--- src/rtl/stim_pkg.sv ---
// Shared constants and types for the stimulus pattern player.
package stim_pkg;

  localparam logic [1:0] MODE_ONESHOT  = 2'd0;
  localparam logic [1:0] MODE_LOOP     = 2'd1;
  localparam logic [1:0] MODE_PINGPONG = 2'd2;

  typedef enum logic {
    S_IDLE,
    S_PLAY
  } state_t;

endpackage

--- src/rtl/stim_pattern_ram.sv ---
// Pattern store: one synchronous write port, one combinational read port.
// A read in the same cycle as a write to that address sees the old word,
// because the new word only lands on the clock edge.
module stim_pattern_ram #(
  parameter int WIDTH = 8,
  parameter int DEPTH = 16,
  parameter int AW    = $clog2(DEPTH)
) (
  input  logic             clk,
  input  logic             wr_en,
  input  logic [AW-1:0]    wr_addr,
  input  logic [WIDTH-1:0] wr_data,
  input  logic [AW-1:0]    rd_addr,
  output logic [WIDTH-1:0] rd_data
);

  logic [WIDTH-1:0] mem [DEPTH];

  // Store the word; addresses beyond the array are dropped.
  always_ff @(posedge clk) begin
    if (wr_en && ({1'b0, wr_addr} < (AW+1)'(DEPTH))) begin
      mem[wr_addr] <= wr_data;
    end
  end

  assign rd_data = mem[rd_addr];

endmodule

--- src/rtl/stim_pattern_player.sv ---
// Pattern player: replays the stored pattern over a valid/ready stream in
// one-shot, loop or ping-pong order.
//
//  state  | meaning
//  -------+---------------------------------------------------------------
//  S_IDLE | waiting for start; outputs idle, loop_count holds last result
//  S_PLAY | presenting beats; advances index on every accepted beat
module stim_pattern_player
  import stim_pkg::*;
#(
  parameter int WIDTH = 8,
  parameter int DEPTH = 16,
  parameter int AW    = $clog2(DEPTH),
  parameter int LCW   = 8
) (
  input  logic             clk,
  input  logic             rst,
  input  logic             wr_en,
  input  logic [AW-1:0]    wr_addr,
  input  logic [WIDTH-1:0] wr_data,
  input  logic             start,
  input  logic             stop,
  input  logic [1:0]       mode,
  input  logic [AW-1:0]    last_idx,
  output logic [WIDTH-1:0] out_data,
  output logic             out_valid,
  input  logic             out_ready,
  output logic             busy,
  output logic             done,
  output logic [LCW-1:0]   loop_count
);

  state_t           state;
  logic [1:0]       mode_q;
  logic [AW-1:0]    last_q;
  logic [AW-1:0]    idx;
  logic             dir_up;
  logic             stop_pending;

  logic [AW-1:0]    last_clamp;
  logic [AW-1:0]    nxt_idx;
  logic             nxt_up;
  logic             wrap;
  logic             fin;
  logic             accept;
  logic [AW-1:0]    rd_addr;
  logic [WIDTH-1:0] rd_data;

  stim_pattern_ram #(
    .WIDTH (WIDTH),
    .DEPTH (DEPTH),
    .AW    (AW)
  ) u_ram (
    .clk     (clk),
    .wr_en   (wr_en),
    .wr_addr (wr_addr),
    .wr_data (wr_data),
    .rd_addr (rd_addr),
    .rd_data (rd_data)
  );

  assign last_clamp = ({1'b0, last_idx} >= (AW+1)'(DEPTH)) ? AW'(DEPTH - 1) : last_idx;
  assign accept     = out_valid && out_ready;
  // Idle only ever loads entry 0 (on start); in play we prefetch the next beat.
  assign rd_addr    = (state == S_IDLE) ? '0 : nxt_idx;

  // Next index/direction for the current mode, plus pass-complete and end flags.
  always_comb begin
    nxt_idx = idx;
    nxt_up  = dir_up;
    wrap    = 1'b0;
    fin     = 1'b0;
    case (mode_q)
      MODE_LOOP: begin
        if (idx == last_q) begin
          nxt_idx = '0;
          wrap    = 1'b1;
        end else begin
          nxt_idx = idx + 1'b1;
        end
      end
      MODE_PINGPONG: begin
        if (last_q == '0) begin
          nxt_idx = '0;
          wrap    = 1'b1;
        end else begin
          if (dir_up && (idx != last_q)) begin
            nxt_idx = idx + 1'b1;
          end else begin
            nxt_idx = idx - 1'b1;
            nxt_up  = 1'b0;
          end
          // Arriving back at entry 0 closes a pass and turns around.
          if (nxt_idx == '0) begin
            wrap   = 1'b1;
            nxt_up = 1'b1;
          end
        end
      end
      default: begin
        if (idx == last_q) begin
          fin = 1'b1;
        end else begin
          nxt_idx = idx + 1'b1;
        end
      end
    endcase
  end

  // Sequencer: start/stop handling, beat advance and registered outputs.
  always_ff @(posedge clk) begin
    if (rst) begin
      state        <= S_IDLE;
      mode_q       <= MODE_ONESHOT;
      last_q       <= '0;
      idx          <= '0;
      dir_up       <= 1'b1;
      stop_pending <= 1'b0;
      out_data     <= '0;
      out_valid    <= 1'b0;
      busy         <= 1'b0;
      done         <= 1'b0;
      loop_count   <= '0;
    end else begin
      done <= 1'b0;
      case (state)
        S_IDLE: begin
          if (start) begin
            mode_q       <= ((mode == MODE_LOOP) || (mode == MODE_PINGPONG)) ? mode : MODE_ONESHOT;
            last_q       <= last_clamp;
            idx          <= '0;
            dir_up       <= 1'b1;
            loop_count   <= '0;
            stop_pending <= 1'b0;
            out_data     <= rd_data;
            out_valid    <= 1'b1;
            busy         <= 1'b1;
            state        <= S_PLAY;
          end
        end
        default: begin
          if (stop) begin
            stop_pending <= 1'b1;
          end
          if (accept) begin
            if (fin) begin
              out_valid    <= 1'b0;
              busy         <= 1'b0;
              done         <= 1'b1;
              stop_pending <= 1'b0;
              state        <= S_IDLE;
            end else if (stop || stop_pending) begin
              out_valid    <= 1'b0;
              busy         <= 1'b0;
              stop_pending <= 1'b0;
              state        <= S_IDLE;
            end else begin
              idx      <= nxt_idx;
              dir_up   <= nxt_up;
              out_data <= rd_data;
              if (wrap && (loop_count != '1)) begin
                loop_count <= loop_count + 1'b1;
              end
            end
          end
        end
      endcase
    end
  end

endmodule

--- config.mk ---
export PLATFORM = sky130hd
export DESIGN_NAME = stim_pattern_player
export DESIGN_NICKNAME = d
export VERILOG_FILES = /design/src/rtl/stim_pkg.sv /design/src/rtl/stim_pattern_ram.sv /design/src/rtl/stim_pattern_player.sv
export SDC_FILE = /design/constraint.sdc
export NUM_CORES = 1
export LEC_CHECK = 0
export CAP_MARGIN = 20
export CORE_MARGIN = 1.5
export CORE_UTILIZATION = 50
export CTS_CLUSTER_DIAMETER = 100
export CTS_CLUSTER_SIZE = 24
export DETAILED_ROUTE_END_ITERATION = 10
export GPL_TIMING_DRIVEN = 0
export PLACE_DENSITY = 0.69
export SETUP_SLACK_MARGIN = 0.2
export SKIP_LAST_GASP = 1
export SLEW_MARGIN = 20
export SYNTH_ARGS = -nofsm -noshare
export SYNTH_HDL_FRONTEND = slang
export SYNTH_SLANG_ARGS = --single-unit
--- constraint.sdc ---
create_clock -name clk -period 6.3 [get_ports clk]
set_input_delay 1.26 -clock clk [delete_from_list [all_inputs] [get_ports clk]]
set_output_delay 1.26 -clock clk [all_outputs]
set_load 0.02 [all_outputs]
==> metrics.yaml, run 1 <==
critical_path:
  r2r_cells: 16
  r2r_start: "idx[0]"
  cp.required_ns: 6.60
  path_class: "flop to flop"
  endpoint_kind: "flop"
  worstSetupStartpointType: "flop"
  rrSetupSlack_ns: 3.06
  reg2reg_to: "out_data[3]"
  path_max_fanout: 10
  arrival_ns: 3.54
worst_hold_path:
  hold_path_depth: 2
  hp-class: "flop to flop"
  hp-start: "dir_up"
  min_to: "dir_up"
clock_network:
  cts_hold_buf: 0
  cts_repair_resize_count: 0
  path_clk_slew_ns: 0.06
  clkLatencyLatePin_ns: 0.42
  h-tree-depth: 4
  cts-root-buf: "clkbuf_16"
  cts_made_buffers: 17
  postCtsSetupBuffers: 0
  clock_path_buffers: 2
  cts_sinks: 159
  cts_tree: "done"
routing:
  ant_nets: 0
  vias_per_cell: 5.699
  drtPass1Iterations: 5
  drcViolationCount: 0
  via_count: 4303
  drtIter0Drc: 401
  wl_per_cell_um: 19.26
  routed_wl_um: 14540
synthesis:
  seq_area_frac_synth_pct: 64.61
  synth_edf_count: 128
  syn_area_um2: 6909
  syn_inst: 505
  yosys_warnings: 0
  synthArstFlopShare_pct: 0
  yosys_most_used_dff: "edfxtp_1"
  syn_area_per_cell_um2: 13.68
  yosysUniqueCellTypes: 48
  ys_seq_elements: 159
  syn-num-nets: 535
global_routing:
  antenna_found_initial: 0
  gr-usage-met1_pct: 27.74
  grt_max_degree: 17
  busiest_layer: "met2"
  grt_pass1_vias: 4220
  grt_overflow_total: 0
  use_met3_pct: 5.472
  grtUsageTotal_pct: 21.17
  grt_pass1_wl_um: 22540
  globalRouteMet2Util_pct: 33.59
finish:
  regArea_um2: 4464
  antenna_cells: 0
  layout.nets: 596
  fill_cells: 1075
  final_util_pct: 61.10
  multi_input_comb_area_um2: 2275
  drive_gt1_share_pct: 12.95
  area_delta_synth_final_pct: 18.04
sta:
  final.setup.tns_ns: 0
  hold_violations: 0
  slew_headroom_pct: 35.71
  fmax_mhz: 308.2
  tightest_slew_ns: 0.9570
  worst_slack_ns: 3.055
  drv_slew: 0
  rsz0062_at_grt: "no"
  min_period_ns: 3.245
  fin_crit_sh_pct: 51.50
  setup_viol: 0
  whs_ns: 0.4596
  clock_skew_ns: 0.006685
placed_design:
  dp_slack_ns: 2.780
  portBuffers: 41
  dp.final_hpwl_um: 9734
  place.gp.congestion: 0.8733
floorplanning:
  ioPinCount: 43
  dieArea_um2: 14530
  placementRows: 42
  die_x_um: 120.6
  die_h_um: 120.6
  start_util_pct: 51.76
  fp.coreArea_um2: 13350
pwr:
  max-vdd-ir-drop_uv: 193.0
  leakage_uw: 0.003032
  p_total_uw: 2440
  power-per-cell-area_nw_per_um2: 299.2
job:
  drv_cap: 0
status:
  outcome: "finished, final reports clean"
through the flow:
step	instance area, um2	instances
CTS	8150	755
global placement	7540	722
detailed placement	7555	723
finish	8155	755
floorplan	6909	505
global route	8155	755
worst max-delay path, stage by stage, from the launching register on:
cell	delay [ns]
dfxtp_1	0.33
buf_2	0.20
xnor2_1	0.16
and4_1	0.24
buf_6	0.15
clkinv_4	0.09
ha_1	0.19
a21oi_1	0.11
o21ai_1	0.08
nand3_1	0.13
buf_4	0.23
buf_2	0.34
mux2i_1	0.29
mux2i_1	0.16
mux2i_1	0.18
a2bb2oi_1	0.17
o21ai_1	0.08
registers in the layout, summed over array words and instances (netlist names), 2 cells and up:
| register | flops |
|---|---|
| u_ram.mem | 128 |
| loop_count | 8 |
| out_data | 8 |
| idx | 4 |
| last_q | 4 |
| mode_q | 2 |
cells in the mapped netlist (2+ instances only):
library cell / instances / area, um2
inv_1: 8 / 30.03
nand2_1: 19 / 71.32
and3_1: 5 / 31.28
nand4_1: 3 / 18.77
ha_1: 6 / 75.07
nor3_1: 11 / 55.05
clkbuf_1: 8 / 30.03
nand3b_1: 4 / 30.03
a31oi_1: 2 / 12.51
xor2_1: 5 / 43.79
and4_1: 3 / 26.28
nand3_1: 8 / 40.04
buf_4: 6 / 45.04
mux2_2: 16 / 180.2
buf_6: 2 / 22.52
edfxtp_1: 128 / 3844
or3_1: 2 / 12.51
o211ai_1: 2 / 15.01
mux2i_1: 78 / 780.8
nand2b_1: 5 / 31.28
o21ai_0: 3 / 15.01
a211oi_1: 9 / 67.56
dfxtp_1: 31 / 620.6
a2bb2oi_1: 8 / 70.07
buf_2: 9 / 45.04
nor2_1: 53 / 198.9
xnor2_1: 8 / 70.07
nor4_1: 3 / 18.77
o21ai_1: 12 / 60.06
a21oi_1: 30 / 150.1
worst max path at each step:
stage,startpoint,end,cells after the start
2_1_floorplan,wr_addr[2],u_ram.mem[0][0],2
3_3_place_gp,wr_en,u_ram.mem[0][7],3
3_5_place_dp,start,out_data[3],8
4_1_cts,idx[1],out_data[7],16
5_1_grt,idx[0],out_data[7],16
6_report,idx[0],out_data[3],16
final cells by class:
cell class	instances	area share [%]
timing repair buffer	42	5.094
buffer	26	1.795
clock inverter	14	2.041
inverter	9	0.4756
tap	176	2.700
sequential	159	54.74
multi-input combinational	311	27.89
clock buffer	18	5.262
cell usage in the layout (no fill, tap or decap), types with 6 or more instances in the layout:
cell type        netlist  routed
mux2_2                16      16
inv_1                  8       8
a21oi_1               30      30
clkdlybuf4s50_1        0      41
xnor2_1                8       8
a211oi_1               9       9
nor2_1                53      53
o21ai_1               12      12
mux2i_1               78      78
dfxtp_1               31      31
buf_2                  9      10
clkbuf_1               8       9
nor3_1                11       8
nand2_1               19      19
buf_4                  6       6
a2bb2oi_1              8       8
ha_1                   6       6
edfxtp_1             128     128
clkbuf_16              0      17
nand3_1                8       8
report_power, final:
group / internal, uW / switching, uW
clock network: 622 / 398
registers: 1160 / 12.2
logic: 105 / 143
total: 1890 / 553
layer usage:
layer  up-vias  routed length (um)
li1       2028                   -
met5         -                   0
met1      2082                6459
met2       162                6882
met3        31                 840
met4         0                 359
cell families (layout without fill, tap and decap cells):
logic type / after synthesis / in the layout / synth area share (%)
compound gates: 76 / 76 / 7.624
xor+xnor: 13 / 13 / 1.648
fa+ha+maj: 6 / 6 / 1.087
buf+inv: 35 / 109 / 2.680
flops: 159 / 159 / 64.61
mux: 94 / 94 / 13.91
simple gates: 122 / 122 / 8.439
(Power assumes the default switching activity.)
==> run 2, diff against run 1 <==
==> constraint.sdc (replaced) <==
create_clock -name clk -period 3.2 [get_ports clk]
set_input_delay 0.64 -clock clk [delete_from_list [all_inputs] [get_ports clk]]
set_output_delay 0.64 -clock clk [all_outputs]
set_load 0.02 [all_outputs]
==> metrics.yaml, run 2 (synthesis results as in run 1) <==
status:
  outcome: "finished, final reports clean"
worst_hold_path:
  hold_path_depth: 2  # unchanged
  hp-class: "flop to flop"
finish:
  layout.nets: 601  # +0.84%
  final_util_pct: 62.91  # +1.8 points
  largest_reg_flops: 128  # unchanged
  area_delta_synth_final_pct: 21.53
  reg.largest.list: "u_ram.mem x128, loop_count x8, out_data x8"
  regMostFlops: "u_ram.mem"
  final_common_cell: "edfxtp_1"
  drive_gt1_share_pct: 15.92  # +3.0 points
  antenna_cells: 0  # unchanged
  mostFrequentLayoutCells: "edfxtp_1 (128), mux2i_1 (76), nor2_1 (51)"
floorplanning:
  start_util_pct: 51.76  # unchanged
  placementRows: 42  # unchanged
  die_x_um: 120.6  # unchanged
  ioPinCount: 43  # unchanged
  die_h_um: 120.6  # unchanged
  dieArea_um2: 14530  # unchanged
  fp.coreArea_um2: 13350  # unchanged
global_routing:
  grt_pass1_wl_um: 22580  # +0.18%
  grt_max_degree: 17  # unchanged
  grt_overflow_total: 0  # unchanged
  antenna_found_initial: 0  # unchanged
  grtUsageTotal_pct: 21.20  # +0.035 points
  grt_pass1_vias: 4228  # +0.19%
critical_path:
  cp_top_family: "buffers and inverters"
  path_max_fanout: 9  # -1
  crit_slowest_cell: "dfxtp_1"
  endpoint_kind: "flop"
  r2r_cells: 16  # unchanged
  cpPeakStageDelay_ns: 0.31  # -0.03 ns
  path_class: "flop to flop"
  rrSetupSlack_ns: 0.30  # -2.75 ns
  cp_num_cells: 16  # unchanged
  cp.required_ns: 3.49  # -3.11 ns
  arrival_ns: 3.19  # -0.35 ns
  worstSetupStartpointType: "flop"
  crit_chain: "buf_4, xnor2_2, and4_1, buf_6, inv_8, ha_1, a21oi_1, o21ai_1, nand3_2, buf_12, clkbuf_16, mux2i_1, mux2i_2, mux2i_1, a2bb2oi_1, o21ai_1"
  cp_num_buf_inv: 5  # unchanged
pwr:
  power-per-cell-area_nw_per_um2: 581.0  # +94%
  max-vdd-ir-drop_uv: 380.7  # +97%
  leakage_uw: 0.003135  # +3.4%
routing:
  wl_per_cell_um: 19.53  # +1.4%
  drtPass1Iterations: 7  # +2
  vias_per_cell: 5.588  # -2.0%
  via_count: 4247  # -1.3%
  routed_wl_um: 14840  # +2.1%
  ant_nets: 0  # unchanged
  drcViolationCount: 0  # unchanged
  drtIter0Drc: 291  # -27%
job:
  drv_cap: 0  # unchanged
sta:
  clock_skew_ns: 0.01852  # +0.01183 ns
  worst_slack_ns: 0.3049  # -2.751 ns
  hold_violations: 0  # unchanged
  slew_headroom_pct: 35.97  # +0.26 points
  fmax_mhz: 345.4  # +12%
  drv_slew: 0  # unchanged
  setup_viol: 0  # unchanged
  rsz0062_at_grt: "no"
  tightest_slew_ns: 0.9532  # -0.003846 ns
  fin_crit_sh_pct: 90.47  # +39 points
  final.setup.tns_ns: 0  # unchanged
  min_period_ns: 2.895  # -0.3495 ns
clock_network:
  cts_made_buffers: 17  # unchanged
  clock_path_buffers: 2  # unchanged
  cts_tree: "done"
  cts_sinks: 159  # unchanged
  h-tree-depth: 4  # unchanged
  cts_hold_buf: 0  # unchanged
  clkLatencyLatePin_ns: 0.43  # about the same
  cts-root-buf: "clkbuf_16"
  path_clk_slew_ns: 0.06  # about the same
placed_design:
  portBuffers: 41  # unchanged
  dp_slack_ns: -0.01911  # -2.799 ns
  place.gp.congestion: 0.8733  # unchanged
  dp.final_hpwl_um: 9734  # unchanged
run 2: changes by cell type in the layout (fill, tap and decap cells not counted), sizes merged:
cell,previous run,this run
clkinv,8,7
clkbuf,26,30
buf,19,20
inv,10,11
run 2: path summary, 6_finish.rpt:
| path | to | start |
|---|---|---|
| worst max register to register | out_data[3] | idx[1] |
| worst min register to register | dir_up | dir_up |
| worst max-delay path | out_data[3] | idx[1] |
| worst min-delay path | dir_up | dir_up |
run 2: what timing repair did:
item,4_1_cts,5_1_grt
pin swaps,0,4
endpoints found under the setup margin,8,8
buffers inserted,1,1
gates cloned,0,3
resized for setup,12,26
run 2: final cells by class:
class	count	area, um2
fillers	1053	4951
flip-flops and latches	159	4464
multi-input cells	311	2332
repair buffers	47	518.0
clock buffers	18	429.2
plain buffers	26	225.2
well taps	176	220.2
clock inverters	14	166.4
inverters	9	41.29
run 2: routing by layer:
metal	track usage, %	part of all wire, %	wire, um
met2	33.84	50	7354
met4	8.750	1.3	187
met5	0	0	0
met3	5.472	6.6	977
met1	27.72	43	6321
run 2: per-stage QoR:
| stage | total power [uW] | hold slack [ns] | instance area, um2 | instances |
|---|---|---|---|---|
| detailed placement | 2837 | 0.4486 | 7555 | 723 |
| global placement | 2825 | 0.4487 | 7540 | 722 |
| CTS | 4850 | 0.4600 | 8217 | 756 |
| floorplan | 2665 | 0.4344 | 6909 | 505 |
| global route | 5033 | 0.4896 | 8397 | 760 |
| finish | 4879 | 0.4608 | 8397 | 760 |
run 2: tightest hold or removal path: stages, from the launching register on:
cell and delay (ns):
dfxtp_1 0.31, o31ai_1 0.06, nand2_1 0.05
run 2: where the power goes:
part / leakage, uW / switching, uW / internal, uW
sequential: 0.00141 / 25.2 / 2290
clock: 0.000286 / 782 / 1220
combinational: 0.00144 / 300 / 261
==> run 3, diff against run 2 <==
--- a/config.mk
+++ b/config.mk
@@ -5,6 +5,7 @@
 export SDC_FILE = /design/constraint.sdc
 export NUM_CORES = 1
 export LEC_CHECK = 0
+export ABC_AREA = 1
 export CAP_MARGIN = 20
 export CORE_MARGIN = 1.5
 export CORE_UTILIZATION = 50
==> metrics.yaml, run 3 <==
floorplanning:
  placementRows: 44  # +4.8%
  ioPinCount: 43  # unchanged
  die_x_um: 124.6  # +3.4%
  dieArea_um2: 15530  # +6.9%
  die_h_um: 124.6  # +3.4%
  start_util_pct: 51.08  # -0.68 points
  fp.coreArea_um2: 14480  # +8.5%
clock_network:
  cts_tree: "done"
  postCtsSetupBuffers: 0  # -1
  clock_path_buffers: 2  # unchanged
  cts_made_buffers: 17  # unchanged
  cts_hold_buf: 0  # unchanged
  cts-root-buf: "clkbuf_16"
  path_clk_slew_ns: 0.06  # about the same
  cts_sinks: 159  # unchanged
  h-tree-depth: 4  # unchanged
  clkLatencyLatePin_ns: 0.43  # about the same
pwr:
  p_total_uw: 5541  # +14%
  leakage_uw: 0.003540  # +13%
  pwr-share-clk_pct: 38.7  # -2.4 points
  p_seq_share_pct: 42.2  # -5.2 points
  p_int_uw: 3965  # +5.1%
  max-vdd-ir-drop_uv: 410.3  # +7.8%
  power.net_switching_uw: 1577  # +42%
  pwr-share-comb_pct: 19.1  # +7.6 points
  switching_share_pct: 28.45  # +5.7 points
  power-per-cell-area_nw_per_um2: 635.6  # +9.4%
sta:
  worst_slack_ns: 0.3718  # +0.06692 ns
  min_period_ns: 2.828  # -0.06692 ns
  final.setup.tns_ns: 0  # unchanged
  hold_violations: 0  # unchanged
  clock_skew_ns: 0.009656  # -0.008859 ns
  tightest_slew_ns: 0.8892  # -0.06400 ns
  rsz0062_at_grt: "no"
  drv_slew: 0  # unchanged
  whs_ns: 0.4715  # +0.01067 ns
  fin_crit_sh_pct: 88.38  # -2.1 points
  fmax_mhz: 353.6  # +2.4%
  setup_viol: 0  # unchanged
  slew_headroom_pct: 40.50  # +4.5 points
routing:
  drtIter0Drc: 582  # +100%
  routed_wl_um: 19520  # +32%
  drcViolationCount: 0  # unchanged
  drtPass1Iterations: 5  # -2
  vias_per_cell: 5.511  # -1.4%
  wl_per_cell_um: 19.09  # -2.3%
  via_count: 5638  # +33%
  ant_nets: 0  # unchanged
worst_hold_path:
  hp-start: "stop_pending"
  min_to: "stop_pending"
  hp-class: "flop to flop"
  hold_path_depth: 2  # unchanged
synthesis:
  yosys_most_used_dff: "edfxtp_1"
  synth_edf_count: 128  # unchanged
  seq_area_frac_synth_pct: 60.36  # -4.3 points
  yosys_warnings: 0  # unchanged
  syn_area_per_cell_um2: 9.668  # -29%
  syn_area_um2: 7396  # +7.0%
  netlist_top_cells_area: "edfxtp_1 (52%), nand2_1 (11%), dfxtp_1 (8.4%)"
  syn_inst: 765  # +51%
  synthArstFlopShare_pct: 0  # unchanged
  yosysUniqueCellTypes: 38  # -21%
  synth_top_area_cell: "edfxtp_1"
  syn-num-nets: 795  # +49%
  synthTopCellsByCount: "nand2_1 (207), edfxtp_1 (128), nand3_1 (119)"
  ys_seq_elements: 159  # unchanged
  synth_most_common_cell: "nand2_1"
  synth_top_area_share_pct: 51.97  # -3.7 points
placed_design:
  dp_slack_ns: 0.05453  # +0.07364 ns
  portBuffers: 42  # +2.4%
  place.gp.congestion: 0.9359  # +7.2%
  dp.final_hpwl_um: 13670  # +40%
critical_path:
  endpoint_kind: "flop"
  path_max_fanout: 10  # +1
  cp_top_family: "simple AND/OR/NAND/NOR gates"
  r2r_start: "idx[2]"
  cpMostUsedCell: "nand2_1"
  cp_num_buf_inv: 5  # unchanged
  cpPeakStageDelay_ns: 0.40  # +0.09 ns
  path_class: "flop to flop"
  rrSetupSlack_ns: 0.37  # +0.07 ns
  reg2reg_to: "out_data[4]"
  worstSetupStartpointType: "flop"
  r2r_cells: 20  # +4
  cp.required_ns: 3.53  # +0.04 ns
  crit_chain: "inv_2, nand2_1, nand2_1, nor2_2, nand2_4, buf_6, ha_1, a21oi_2, nand2_1, clkbuf_4, buf_4, nand2_1, nand2_1, nand3b_1, nand3_1, nand2_1, nand2_1, nand3_1, nand2_1, inv_1"
  crit_slowest_cell: "dfxtp_2"
  arrival_ns: 3.16  # -0.03 ns
finish:
  antenna_cells: 0  # unchanged
  mostFrequentLayoutCells: "nand2_1 (207), edfxtp_1 (128), nand3_1 (119)"
  regMostFlops: "u_ram.mem"
  layout.nets: 856  # +42%
  area_delta_synth_final_pct: 17.88
  reg.largest.list: "u_ram.mem x128, loop_count x8, out_data x8"
  drive_gt1_share_pct: 12.75  # -3.2 points
  final_common_cell: "nand2_1"
  largest_reg_flops: 128  # unchanged
global_routing:
  grt_max_degree: 17  # unchanged
  grtUsageTotal_pct: 25.87  # +4.7 points
  grt_pass1_wl_um: 30280  # +34%
  grt_overflow_total: 0  # unchanged
  grt_pass1_vias: 5503  # +30%
  antenna_found_initial: 0  # unchanged
status:
  outcome: "finished, final reports clean"
job:
  drv_cap: 0  # unchanged
[run 3: through the flow]
stage / cell area [um2] / std cells / util (%)
3_5_place_dp: 8046 / 991 / 55.57
2_1_floorplan: 7396 / 765 / -
6_report: 8718 / 1023 / 60.21
5_1_grt: 8718 / 1023 / 60.21
3_3_place_gp: 8046 / 991 / 55.57
4_1_cts: 8666 / 1023 / 59.85
[run 3: cells by family (layout without fill, tap and decap cells)]
| family | after synthesis | in the layout | share of synthesized area, % |
|---|---|---|---|
| buf+inv | 112 | 186 | 6.919 |
| flops | 159 | 159 | 60.36 |
| compound gates | 77 | 77 | 5.769 |
| xor+xnor | 8 | 8 | 0.9474 |
| fa+ha+maj | 6 | 6 | 1.015 |
| simple gates | 403 | 403 | 24.99 |
[run 3: power groups by stage]
stage	Sequential (uW)	Clock (uW)	Combinational, uW
after floorplan	2390	0	655
after global placement	2380	0	1010
after detailed placement	2380	0	1020
after CTS	2340	2150	1030
after global routing	2340	2240	1160
final	2340	2140	1060
[run 3: final cells by class]
cell class,count,area (um2)
buffer,37,252.7
clock buffer,19,432.9
tap,184,230.2
multi-input combinational,494,2445
timing repair buffer,42,420.4
sequential,159,4468
inverter,75,285.3
fill,1200,5761
clock inverter,13,183.9
[run 3: repair_timing]
item	4_1_cts	5_1_grt
gates cloned	0	0
gates resized for setup	4	43
setup endpoints to repair	6	8
[run 3: per-layer routing]
metal | global-route usage (%) | share of wire (%) | vias to the layer above
met5 | 0 | 0 | -
met4 | 9.533 | 1.9 | 0
met3 | 4.940 | 6.0 | 30
met2 | 43.99 | 50 | 234
met1 | 33.01 | 42 | 2677
li1 | - | - | 2697
[run 3: how the worst max path moves through the flow]
stage,start,endpoint,cells past startpoint
after floorplan,idx[1],out_data[7],19
after global placement,idx[1],out_data[5],19
after detailed placement,idx[0],out_data[5],21
after CTS,idx[1],out_data[5],19
after global routing,idx[2],out_data[4],20
final,idx[2],out_data[4],20
[run 3: worst min-delay path, cell delays in order (launching register included)]
cell,delay [ns]
dfxtp_1,0.31
nand2_1,0.06
a21oi_1,0.05
